--- config.mk ---
export PLATFORM = sky130hd
export DESIGN_NAME = matrix_fetch_arbiter_flat
export DESIGN_NICKNAME = d
export VERILOG_FILES = /design/src/rtl/matrix_fetch_arbiter_if.sv /design/src/rtl/matrix_fetch_arbiter.sv /design/src/flat_wrapper.sv
export SDC_FILE = /design/constraint.sdc
export NUM_CORES = 1
export LEC_CHECK = 0
export ABC_AREA = 1
export CAP_MARGIN = 10
export CORE_AREA = 8 8 418 420
export CTS_CLUSTER_DIAMETER = 120
export CTS_CLUSTER_SIZE = 8
export DETAILED_ROUTE_END_ITERATION = 8
export DIE_AREA = 0 0 426 428
export REMOVE_ABC_BUFFERS = 1
export SLEW_MARGIN = 5
export SYNTH_ARGS = -nofsm -noshare
export SYNTH_HDL_FRONTEND = slang
export SYNTH_SLANG_ARGS = --single-unit
--- constraint.sdc ---
create_clock -name clk_in -period 3.8 [get_ports clk_in]
set_input_delay 0.76 -clock clk_in [delete_from_list [all_inputs] [get_ports clk_in]]
set_output_delay 0.76 -clock clk_in [all_outputs]
set_load 0.01 [all_outputs]
--- src/rtl/matrix_fetch_arbiter_if.sv ---
// Bundle between matrix_fetch_arbiter, its two compute engines and the dual-port matrix store.
// The slave modport is the arbiter's view; the master modport is the engines-plus-memory view.
interface matrix_fetch_arbiter_if #(
    parameter int N = 32,
    parameter int W = 8
);
    localparam int IW = $clog2(N);

    logic [1:0]      req_in;
    logic [2*IW-1:0] row_req_in;
    logic [2*IW-1:0] col_req_in;
    logic            mem_rd_en;
    logic [IW-1:0]   mem_row_addr;
    logic [IW-1:0]   mem_col_addr;
    logic [N*W-1:0]  mem_row_data;
    logic [N*W-1:0]  mem_col_data;
    logic [N*W-1:0]  matA_row;
    logic [N*W-1:0]  matB_col;
    logic [IW-1:0]   row_out;
    logic [IW-1:0]   col_out;
    logic [1:0]      val_rows;
    logic            busy;
    logic [1:0]      overrun;

    modport slave (
        input  req_in, row_req_in, col_req_in, mem_row_data, mem_col_data,
        output mem_rd_en, mem_row_addr, mem_col_addr, matA_row, matB_col,
               row_out, col_out, val_rows, busy, overrun
    );

    modport master (
        output req_in, row_req_in, col_req_in, mem_row_data, mem_col_data,
        input  mem_rd_en, mem_row_addr, mem_col_addr, matA_row, matB_col,
               row_out, col_out, val_rows, busy, overrun
    );
endinterface

--- src/rtl/matrix_fetch_arbiter.sv ---
// Round-robin arbiter sharing one dual-port matrix store (A rows, B columns) between two engines.
// Optional macro FETCH_CACHE_EN: reuse the last fetched row/col without a memory access on a tag hit.
module matrix_fetch_arbiter #(
    parameter int N            = 32,
    parameter int W            = 8,
    parameter int READ_LATENCY = 2
) (
    input  logic                    clk_in,
    input  logic                    rst_n_in,
    matrix_fetch_arbiter_if.slave   bus
);
    localparam int IW = $clog2(N);

    typedef enum logic [1:0] {ST_IDLE, ST_WAIT, ST_HIT} state_t;

    state_t          r_state, w_state_nxt;
    logic [1:0]      r_pending, r_inflight, r_overrun, r_val_rows;
    logic [IW-1:0]   r_slot_row [2];
    logic [IW-1:0]   r_slot_col [2];
    logic            r_last_grant, r_gnt;
    logic [3:0]      r_cnt;
    logic            r_rd_en;
    logic [IW-1:0]   r_mem_row_addr, r_mem_col_addr, r_row_out, r_col_out;
    logic [N*W-1:0]  r_matA_row, r_matB_col;

    logic            w_gnt_id, w_hit, w_grant, w_capture, w_hit_resp;

    // Both pending: alternate away from the last winner; otherwise take the lone requester.
    assign w_gnt_id = (&r_pending) ? ~r_last_grant : ~r_pending[0];

`ifdef FETCH_CACHE_EN
    logic          r_tag_vld;
    logic [IW-1:0] r_tag_row, r_tag_col;

    assign w_hit = r_tag_vld && (r_slot_row[w_gnt_id] == r_tag_row)
                             && (r_slot_col[w_gnt_id] == r_tag_col);

    always_ff @(posedge clk_in or negedge rst_n_in) begin
        if (!rst_n_in) begin
            r_tag_vld <= 1'b0;
            r_tag_row <= '0;
            r_tag_col <= '0;
        end else if (w_capture) begin
            r_tag_vld <= 1'b1;
            r_tag_row <= r_slot_row[r_gnt];
            r_tag_col <= r_slot_col[r_gnt];
        end
    end
`else
    assign w_hit = 1'b0;
`endif

    always_ff @(posedge clk_in or negedge rst_n_in) begin
        if (!rst_n_in) r_state <= ST_IDLE;
        else           r_state <= w_state_nxt;
    end

    always_comb begin
        // NOTE: every signal gets a default before the case so no path can infer a latch.
        w_state_nxt = r_state;
        w_grant     = 1'b0;
        w_capture   = 1'b0;
        w_hit_resp  = 1'b0;
        case (r_state)
            ST_IDLE: if (|r_pending) begin
                w_grant     = 1'b1;
                w_state_nxt = w_hit ? ST_HIT : ST_WAIT;
            end
            ST_WAIT: if (r_cnt == 4'd0) begin
                w_capture   = 1'b1;
                w_state_nxt = ST_IDLE;
            end
            ST_HIT: begin
                w_hit_resp  = 1'b1;
                w_state_nxt = ST_IDLE;
            end
            default: w_state_nxt = ST_IDLE;
        endcase
    end

    // NOTE: sequential state uses non-blocking assignments so all registers update from pre-edge values.
    always_ff @(posedge clk_in or negedge rst_n_in) begin
        if (!rst_n_in) begin
            r_pending      <= '0;
            r_inflight     <= '0;
            r_overrun      <= '0;
            r_val_rows     <= '0;
            r_slot_row     <= '{default: '0};
            r_slot_col     <= '{default: '0};
            r_last_grant   <= 1'b1;
            r_gnt          <= 1'b0;
            r_cnt          <= '0;
            r_rd_en        <= 1'b0;
            r_mem_row_addr <= '0;
            r_mem_col_addr <= '0;
            r_row_out      <= '0;
            r_col_out      <= '0;
            r_matA_row     <= '0;
            r_matB_col     <= '0;
        end else begin
            r_rd_en    <= w_grant && !w_hit;
            r_val_rows <= '0;

            if (w_grant) begin
                r_pending[w_gnt_id]  <= 1'b0;
                r_inflight[w_gnt_id] <= 1'b1;
                r_last_grant         <= w_gnt_id;
                r_gnt                <= w_gnt_id;
                r_cnt                <= 4'(READ_LATENCY);
                r_mem_row_addr       <= r_slot_row[w_gnt_id];
                r_mem_col_addr       <= r_slot_col[w_gnt_id];
            end else if (r_state == ST_WAIT && r_cnt != 4'd0) begin
                r_cnt <= r_cnt - 4'd1;
            end

            if (w_capture || w_hit_resp) begin
                r_val_rows[r_gnt] <= 1'b1;
                r_inflight[r_gnt] <= 1'b0;
                r_row_out         <= r_slot_row[r_gnt];
                r_col_out         <= r_slot_col[r_gnt];
            end
            if (w_capture) begin
                r_matA_row <= bus.mem_row_data;
                r_matB_col <= bus.mem_col_data;
            end

            // A slot is only rewritten once its previous request has been answered.
            for (int i = 0; i < 2; i++) begin
                if (bus.req_in[i]) begin
                    if (!r_pending[i] && !r_inflight[i]) begin
                        r_pending[i]  <= 1'b1;
                        r_slot_row[i] <= bus.row_req_in[i*IW +: IW];
                        r_slot_col[i] <= bus.col_req_in[i*IW +: IW];
                    end else begin
                        r_overrun[i]  <= 1'b1;
                    end
                end
            end
        end
    end

    assign bus.mem_rd_en    = r_rd_en;
    assign bus.mem_row_addr = r_mem_row_addr;
    assign bus.mem_col_addr = r_mem_col_addr;
    assign bus.matA_row     = r_matA_row;
    assign bus.matB_col     = r_matB_col;
    assign bus.row_out      = r_row_out;
    assign bus.col_out      = r_col_out;
    assign bus.val_rows     = r_val_rows;
    assign bus.busy         = (r_state != ST_IDLE);
    assign bus.overrun      = r_overrun;
endmodule

--- src/flat_wrapper.sv ---
// flat-port wrapper written by rule: the top's interface ports become plain ports
module matrix_fetch_arbiter_flat 
#(
    parameter int N            = 32,
    parameter int W            = 8,
    parameter int READ_LATENCY = 2
)
  (clk_in, rst_n_in, bus_req_in, bus_row_req_in, bus_col_req_in, bus_mem_row_data, bus_mem_col_data, bus_mem_rd_en, bus_mem_row_addr, bus_mem_col_addr, bus_matA_row, bus_matB_col, bus_row_out, bus_col_out, bus_val_rows, bus_busy, bus_overrun);
  matrix_fetch_arbiter_if #(.N(N), .W(W)) bus_i ();
  input  logic clk_in;
  input  logic rst_n_in;
  input wire logic [$bits(bus_i.req_in)-1:0] bus_req_in;
  input wire logic [$bits(bus_i.row_req_in)-1:0] bus_row_req_in;
  input wire logic [$bits(bus_i.col_req_in)-1:0] bus_col_req_in;
  input wire logic [$bits(bus_i.mem_row_data)-1:0] bus_mem_row_data;
  input wire logic [$bits(bus_i.mem_col_data)-1:0] bus_mem_col_data;
  output wire logic [$bits(bus_i.mem_rd_en)-1:0] bus_mem_rd_en;
  output wire logic [$bits(bus_i.mem_row_addr)-1:0] bus_mem_row_addr;
  output wire logic [$bits(bus_i.mem_col_addr)-1:0] bus_mem_col_addr;
  output wire logic [$bits(bus_i.matA_row)-1:0] bus_matA_row;
  output wire logic [$bits(bus_i.matB_col)-1:0] bus_matB_col;
  output wire logic [$bits(bus_i.row_out)-1:0] bus_row_out;
  output wire logic [$bits(bus_i.col_out)-1:0] bus_col_out;
  output wire logic [$bits(bus_i.val_rows)-1:0] bus_val_rows;
  output wire logic [$bits(bus_i.busy)-1:0] bus_busy;
  output wire logic [$bits(bus_i.overrun)-1:0] bus_overrun;
  assign bus_i.req_in = bus_req_in;
  assign bus_i.row_req_in = bus_row_req_in;
  assign bus_i.col_req_in = bus_col_req_in;
  assign bus_i.mem_row_data = bus_mem_row_data;
  assign bus_i.mem_col_data = bus_mem_col_data;
  assign bus_mem_rd_en = bus_i.mem_rd_en;
  assign bus_mem_row_addr = bus_i.mem_row_addr;
  assign bus_mem_col_addr = bus_i.mem_col_addr;
  assign bus_matA_row = bus_i.matA_row;
  assign bus_matB_col = bus_i.matB_col;
  assign bus_row_out = bus_i.row_out;
  assign bus_col_out = bus_i.col_out;
  assign bus_val_rows = bus_i.val_rows;
  assign bus_busy = bus_i.busy;
  assign bus_overrun = bus_i.overrun;
  matrix_fetch_arbiter #(.N(N), .W(W), .READ_LATENCY(READ_LATENCY)) u_core (.clk_in(clk_in), .rst_n_in(rst_n_in), .bus(bus_i));
endmodule
==> results of run 1 <==
==> metrics by stage <==
| step | std cells | hold slack (ns) |
|---|---|---|
| after floorplan | 2324 | 0.4637 |
| after global placement | 5665 | 0.4528 |
| after detailed placement | 5665 | 0.4573 |
| after CTS | 5767 | 0.02800 |
| after global routing | 5770 | 0.06688 |
| final | 5782 | 0.07434 |
==> power by group through the flow <==
stage	registers [mW]	logic (mW)	clock network, mW
3_5_place_dp	11.0	16.6	0
6_report	11.0	16.0	7.20
5_1_grt	11.4	17.3	7.68
3_3_place_gp	11.0	16.5	0
2_1_floorplan	11.9	4.19	0
4_1_cts	11.0	16.6	7.50
==> final cells by class <==
type	instances	area [µm²]	share of cell area
Clock buffer	91	2138	0.05717
Multi-Input combinational cell	1737	6614	0.1768
Inverter	19	78.83	0.002108
Timing Repair Buffer	1123	11330	0.3030
Antenna cell	15	37.54	0.001004
Clock inverter	11	209.0	0.005587
Sequential cell	568	14210	0.3801
Tap cell	2218	2775	0.07420
==> flip-flops by register name, summed over array words and instances (netlist names) <==
signal and count:
u_core.bus.col_out 5, u_core.bus.matA_row 256, u_core.r_state 1, u_core.bus.val_rows 2, u_core.bus.matB_col 256, u_core.bus.mem_rd_en 1, u_core.r_inflight 2, u_core.r_last_grant 1
u_core.bus.mem_row_addr 5, u_core.r_pending 2, u_core.r_slot_col 10, u_core.bus.overrun 2, u_core.bus.row_out 5, u_core.bus.mem_col_addr 5, u_core.r_cnt 4, u_core.r_gnt 1
u_core.r_slot_row 10
==> worst reg2reg max path, cell delays in order, from the launching register on <==
cell	delay (ns)
sky130_fd_sc_hd__dfrtp_1	0.37
sky130_fd_sc_hd__inv_1	0.15
sky130_fd_sc_hd__ha_1	0.20
sky130_fd_sc_hd__nand2_1	0.10
sky130_fd_sc_hd__nor2_4	0.49
sky130_fd_sc_hd__buf_12	0.35
sky130_fd_sc_hd__nand2_1	0.68
sky130_fd_sc_hd__nand2_1	0.17
==> routing by layer <==
layer,track usage,vias up,part of all wire
met3,0.04261,179,0.072
met5,0,-,0.0010
li1,-,9541,-
met1,0.1937,10267,0.41
met4,0.03348,24,0.019
met2,0.2756,782,0.50
==> logic make-up after synthesis <==
logic type | synth area share
and+or+nand+nor | 0.2998
adders and majority gates | 0.001155
buffers and inverters | 0.03853
AOI/OAI and AO/OA | 0.004159
DFF | 0.6563
==> worst min-delay path by stage <==
stage	from	endpoint	cells past startpoint
floorplan	rst_n_in	u_core.bus.col_out[0]	0
global placement	u_core.bus.matB_col[163]	u_core.bus.matB_col[163]	2
detailed placement	u_core.bus.matB_col[163]	u_core.bus.matB_col[163]	2
CTS	rst_n_in	u_core.bus.matA_row[102]	1
global route	rst_n_in	u_core.bus.matA_row[102]	1
finish	rst_n_in	u_core.bus.matA_row[102]	1
==> synthesized netlist by cell type, drive strengths merged <==
| library cell | n | area, µm² |
|---|---|---|
| nand4 | 1 | 6.260 |
| nand2 | 1677 | 6295 |
| o21bai | 2 | 15.01 |
| clkbuf | 13 | 48.80 |
| nand3 | 32 | 160.2 |
| a21oi | 4 | 20.02 |
| inv | 19 | 71.31 |
| nor2 | 8 | 32.54 |
| dfrtp | 567 | 14190 |
| buf | 113 | 714.4 |
| ha | 2 | 25.02 |
| o21ai | 11 | 55.05 |
| dfstp | 1 | 26.28 |
==> reports/summary.md, run 1 <==
The number of cells produced by synthesis is 2450, and the total count of hold-check failures in the final report is 0. In this run the critical register-to-register path is captured at u_core.bus.matB_col[56]. The path length in cells of the critical path was 1; the buffers plus inverters on the worst setup path was 1. The initial core utilization was 0.1288; the number of pins with negative max-slew slack in the final report was 0. The Yosys step of the flow raised 0 warnings. The proportion of total power due to net switching came out at 0.4079. The max-capacitance violation count came out at 0.

STA classifies the critical path startpoint as a flip-flop. The power share of the sequential group was 0.321; the register-to-register path setup slack was 1.21 ns. The post-route DRC violation count was 0; the clock latency of the later-clocked register in the worst-skew pair was 0.69 ns.

CTS built an H-tree with a depth of 3. The share of the core filled with cells in the final layout was 0.2224. In this run the critical register-to-register path is launched from u_core.r_cnt[0].

In the layout the commonest cells are sky130_fd_sc_hd__nand2_1 (1677), sky130_fd_sc_hd__clkdlybuf4s50_1 (1072), sky130_fd_sc_hd__dfrtp_1 (567). Leaving out fill and tap cells, the most frequent cell in the layout is sky130_fd_sc_hd__nand2_1. Timing analysis after detailed placement gives a worst setup slack of 1.246 ns.

The cell sitting at the root of the clock tree is a sky130_fd_sc_hd__clkbuf_16. For the post-cts repair resize count, the log shows 0. The final clock period utilization by the worst path works out to 0.7008.

From synthesis to final layout, the design area changed by 72.69%. For the pin count of the biggest net entering global routing, the log shows 107. The tools report the clock skew as 0.04045 ns. Counting every sink on the clock net gives 568. The half-perimeter wire length after placement came out at 122300 µm.

Mean area per synthesized cell: 8.840 µm². The distinct cell type count of the synthesized netlist was 19. No sink is reached through more buffers than the 3 on the longest clock path.

Once detail routing completed, the nets flagged for antenna violations numbered 0. Clock tree synthesis inserted a total of 83 buffers. The filler cells instantiated in the layout total 18.44k.

The completed layout was analyzed and its total power is 34.19 mW. Finished layout cell area: 37400 µm². Number of buffers inserted by post-CTS setup repair: 0.

The floorplan step set the die height to 428 µm. The first TritonRoute pass finished after 5 iterations. The number of input and output port buffers inserted is 1073, and the area of the die is 182300 µm². The post-route worst setup slack was 1.137 ns. Traced cell by cell, the critical path runs through clkdlybuf4s50_1.

The slowest stage of the critical path belongs to the cell sky130_fd_sc_hd__clkdlybuf4s50_1. The mapped netlist covers 21660 µm². Part of the total power dissipated in combinational logic: 0.468. The relative slew slack was 0.2274. The number of global-route vias before repair was 21.08k. Routability-driven placement finished with a final weighted congestion of 0.8865.

The flow ran to the end, and the final reports show no timing, DRC or antenna violations. The total power divided by cell area came out at 914.1 nW/µm². The tools report the routed wire length as 149300 µm. Summed over all cells, the static leakage comes to 17.48 nW. In this run the horizontal extent of the chip is 426 µm. STA puts the critical path data arrival time at 1.90 ns. The largest fanout of any net on the critical path works out to 5. Pin slew with the least headroom to its limit: 1.155 ns.

The initial antenna violation count is 50. VDD sags by at most 0.0003037 V. The largest single stage delay on the critical path is 0.76 ns. The min-delay analysis places its worst path in the category in2async.

The critical path's top delay family is buffers and inverters. The number of top-level pins is 1074, and the number of core rows is 151. The via density per instance is 3.596. The worst setup path is of the reg2out kind.

The placeable core region was 168100 µm²; the count of cells along the worst register-to-register path was 7. Static timing analysis puts the maximum clock frequency at 375.5 MHz. Following the worst setup path forward leads to its endpoint at bus_busy. In this run, post-CTS hold repair placed 0 buffers. Summing all placed instances gives a cell area of 35020 µm².

STA puts the critical path data required time at 3.04 ns. The detailed router finished its first iteration with 1744 violations. The synthesized design contains 568 register bits. At the end of the flow, the number of nets in the layout was 4070.

Layout cell share with drive strength beyond 1: 0.04227. Tracing the worst setup path back leads to its startpoint at u_core.r_state[0]. Detailed routing inserted a total of 20.79k vias. Adding up every negative setup slack in the final design gives 0 ns. The logs give 198500 µm for the first-pass GRT wire length and 0.1577 for the global routing usage summed across all routing layers. STA classifies the critical path endpoint as an output pin. The final-report setup violation count was 0. The internal portion of the total power is 20.24 mW. After layout, the minimum clock period comes to 2.663 ns. For the net switching power, the log shows 13.95 mW. TritonCTS built the clock tree.

Setup repair after global routing left no endpoint under its margin. Global routing finished with a remaining overflow of 0. Average wire per standard cell: 25.83 µm. The run gives 0.6563 as the share of the yosys chip area belonging to registers. The run gives 0.211 as the clock share of power. Clock-pin slew was measured on the worst setup and hold paths at 0.05 ns.
No activity file was read; power rests on OpenSTA's default activity.
==> run 2: changes to the inputs <==
--- a/config.mk
+++ b/config.mk
@@ -7,11 +7,11 @@
 export LEC_CHECK = 0
 export ABC_AREA = 1
 export CAP_MARGIN = 10
-export CORE_AREA = 8 8 418 420
+export CORE_AREA = 8 8 409 411
 export CTS_CLUSTER_DIAMETER = 120
 export CTS_CLUSTER_SIZE = 8
 export DETAILED_ROUTE_END_ITERATION = 8
-export DIE_AREA = 0 0 426 428
+export DIE_AREA = 0 0 417 419
 export REMOVE_ABC_BUFFERS = 1
 export SLEW_MARGIN = 5
 export SYNTH_ARGS = -nofsm -noshare
==> constraint.sdc (replaced) <==
create_clock -name clk_in -period 2.25 [get_ports clk_in]
set_input_delay 0.45 -clock clk_in [delete_from_list [all_inputs] [get_ports clk_in]]
set_output_delay 0.45 -clock clk_in [all_outputs]
set_load 0.01 [all_outputs]
==> reports/summary.md, run 2 (synthesized netlist as in run 1, its figures left out) <==
The run finished with clean final reports. Commonest non-fill, non-tap cells in the layout: sky130_fd_sc_hd__nand2_1 (1675), sky130_fd_sc_hd__clkdlybuf4s50_1 (981), sky130_fd_sc_hd__dfrtp_1 (566) (was sky130_fd_sc_hd__nand2_1 (1677), sky130_fd_sc_hd__clkdlybuf4s50_1 (1072), sky130_fd_sc_hd__dfrtp_1 (567)). The critical path's top delay family was simple AND/OR/NAND/NOR gates (was buffers and inverters). The total power divided by cell area is 1509 nW/µm² (was 914.1 nW/µm²), and the number of nets with antenna violations after detailed routing is 0 (unchanged). Critical path capture point type: a flip-flop (was an output pin).

The signed area change from the synthesized netlist to the final layout is 73.93% (was 72.69%), and the clock latency of the later-clocked register in the worst-skew pair is 0.67 ns (was 0.69 ns). The data arrival time at the worst-slack endpoint was 2.77 ns (was 1.90 ns); the die width was 417 µm (was 426 µm). The logs give 174700 µm² (was 182300 µm²) for the area of the die and 0.2336 (was 0.2224) for the share of the core filled with cells in the final layout. The tools report the end point of the critical path as u_core.bus.matB_col[88] (was bus_busy). The initial antenna violation count was 73 (was 50). Worst-path cell with the longest stage delay: sky130_fd_sc_hd__dfrtp_1 (was sky130_fd_sc_hd__clkdlybuf4s50_1). The number of top-level pins is 1074 (unchanged), and the worst hold margin is 0.3015 ns (was 0.07434 ns).

The tools report the first-pass iteration count of the detailed router as 5 (unchanged). The register-to-register path setup slack was 0.03 ns (was 1.21 ns). The tools report the kind of start point of the critical path as a flip-flop (unchanged).

Finished layout cell area: 37670 µm² (was 37400 µm²). The tools report the initial detailed-routing violation count as 1669 (was 1744). The logs give 0.0006660 V (was 0.0003037 V) for the peak ir drop on the vdd network and 0 (unchanged) for the max-capacitance violation count. Most frequent standard cell in the layout excluding fill and tap cells: sky130_fd_sc_hd__nand2_1 (unchanged). The via density per instance was 3.631 (was 3.596); the initial core utilization was 0.1343 (was 0.1288). The via count came out at 20.99k (was 20.79k). The tools report the total count of hold-check failures in the final report as 0 (unchanged). Most used cell along the critical path: sky130_fd_sc_hd__nand2_1. The run gives 4106 (was 4070) as the number of nets in the layout.

The global routing usage summed across all routing layers was 0.1501 (was 0.1577). Relative slew slack: 0.5352 (was 0.2274). Setup repair after global routing could not meet its margin everywhere.

The tools report the critical register-to-register path endpoint as u_core.bus.matB_col[88] (was u_core.bus.matB_col[56]). Layout cell share with drive strength beyond 1: 0.05433 (was 0.04227). The tools report the worst flop-to-flop path startpoint as u_core.r_cnt[0] (unchanged).

The post-route minimum period works out to 2.220 ns. TritonCTS built the clock tree. Y dimension of the die: 419 µm (was 428 µm). Pin slew with the least headroom to its limit: 0.6972 ns (was 1.155 ns). The type of the setup path with the least slack was reg2reg (was reg2out).

The global route total overflow was 0 (unchanged). The logs give 35300 µm² (was 35020 µm²) for the standard cell area after detailed placement and 450.5 MHz for the timing-limited maximum frequency. The number of global-route vias before repair was 20.79k (was 21.08k). The number of pins with negative max-slew slack in the final report is 0 (unchanged), and the deepest level of the CTS H-tree is 3 (unchanged). The clock skew is 0.02272 ns (was 0.04045 ns), and the clock sink count is 568 (unchanged). The number of input and output port buffers inserted works out to 1073 (unchanged). The source of the critical timing path is u_core.r_cnt[0] (was u_core.r_state[0]). Count of cells along the worst register-to-register path: 8 (was 7). The tools report the maximum clock insertion buffer count as 3 (unchanged). The final-report setup violation count came out at 0 (unchanged). The placer's final routability congestion estimate came out at 0.9347 (was 0.8865). The buffers plus inverters on the worst setup path works out to 3 (was 1). The tools report the placeable core region as 161300 µm² (was 168100 µm²). The final clock period utilization by the worst path was 0.9866; the first-pass GRT wire length was 183600 µm (was 198500 µm).

The clock transition at the registers of the reported paths works out to 0.06 ns (was 0.05 ns). The largest fanout of any net on the critical path was 94 (was 5); the required time reported for the critical path endpoint was 2.80 ns (was 3.04 ns). The tools report the standby leakage power as 17.91 nW (was 17.48 nW).

The average wire per standard cell came out at 23.82 µm (was 25.83 µm). Half-perimeter wire length after placement: 114000 µm (was 122300 µm). The root buffer cell was sky130_fd_sc_hd__clkbuf_16 (unchanged). The tools report the pin count of the biggest net entering global routing as 95 (was 107). Critical path, cell by cell: inv_1 -> ha_1 -> nand2_1 -> nor2_4 -> inv_8 -> buf_16 -> nand2_2 -> nand2_1 (was clkdlybuf4s50_1). The path length in cells of the critical path was 8 (was 1). The routed wire length was 137700 µm (was 149300 µm); the worst stage delay on the critical path was 0.35 ns (was 0.76 ns). The tools report the number of buffers inserted during clock tree synthesis as 85 (was 83). The logs give 0 (unchanged) for the post-route DRC violation count and 56.85 mW (was 34.19 mW) for the total power draw.

The type of the tightest min-delay check was in2reg (was in2async). The number of core rows is 148 (was 151).
-- run 2: changes by cell type in the layout (fill, tap and decap cells not counted), sizes merged, moves of 2 or more --
cell           change
clkbuf             +5
bufinv             -2
buf               +38
clkdlybuf4s50     -91
clkinv             +5
diode              +2
dlygate4sd2       +85
-- run 2: timing repair --
item	in CTS	in global routing
pin swaps	0	1
setup endpoints to repair	86	5
buffers inserted	0	1
resized for setup	88	3
hold buffers	1	0
hold endpoints to repair	29	0
-- run 2: worst min-delay path: stages --
cell	delay (ns)
sky130_fd_sc_hd__clkdlybuf4s50_1	0.39
sky130_fd_sc_hd__nand2_1	0.06
sky130_fd_sc_hd__nand2_1	0.04
-- run 2: worst min-delay path by stage --
| stage | start | to | slack, ns | depth (start not counted) |
|---|---|---|---|---|
| after floorplan | rst_n_in | u_core.bus.col_out[0] | 0.15 | 0 |
| after global placement | u_core.bus.matB_col[142] | u_core.bus.matB_col[142] | 0.45 | 2 |
| after detailed placement | u_core.bus.matA_row[49] | u_core.bus.matA_row[49] | 0.46 | 2 |
| after CTS | bus_mem_col_data[73] | u_core.bus.matB_col[73] | 0.20 | 3 |
| after global routing | bus_mem_col_data[221] | u_core.bus.matB_col[221] | 0.27 | 3 |
| final | bus_mem_col_data[73] | u_core.bus.matB_col[73] | 0.30 | 3 |
-- run 2: power breakdown --
part           leakage (nW)  internal (mW)  switching [mW]
combinational          9.79           11.6            14.7
sequential             6.96           15.4            3.18
clock                  1.17           7.05            4.97
total                  17.9           34.0            22.8
-- run 2: metal layers --
layer	part of all wire	global-route usage
met1	0.39	0.1804
met2	0.50	0.2567
met5	0.0024	0
met4	0.019	0.03626
met3	0.090	0.05312
-- run 2: per-stage QoR --
| step | instances | setup TNS [ns] | setup WS, ns |
|---|---|---|---|
| after CTS | 5763 | 0 | 0.002080 |
| after global routing | 5767 | -0.02121 | -0.02121 |
| after floorplan | 2324 | - | -22.46 |
| after global placement | 5654 | -0.02293 | -0.02293 |
| after detailed placement | 5654 | -0.001235 | -0.001235 |
| final | 5781 | 0 | 0.03021 |
-- run 2: layout make-up --
cell class	count	area [µm²]
Tap cell	2175	2721
Fill cell	17463	123600
Clock buffer	96	2221
Inverter	19	78.83
Clock inverter	12	172.7
Multi-Input combinational cell	1737	6619
Antenna cell	17	42.54
Timing Repair Buffer	1157	11600
Sequential cell	568	14220
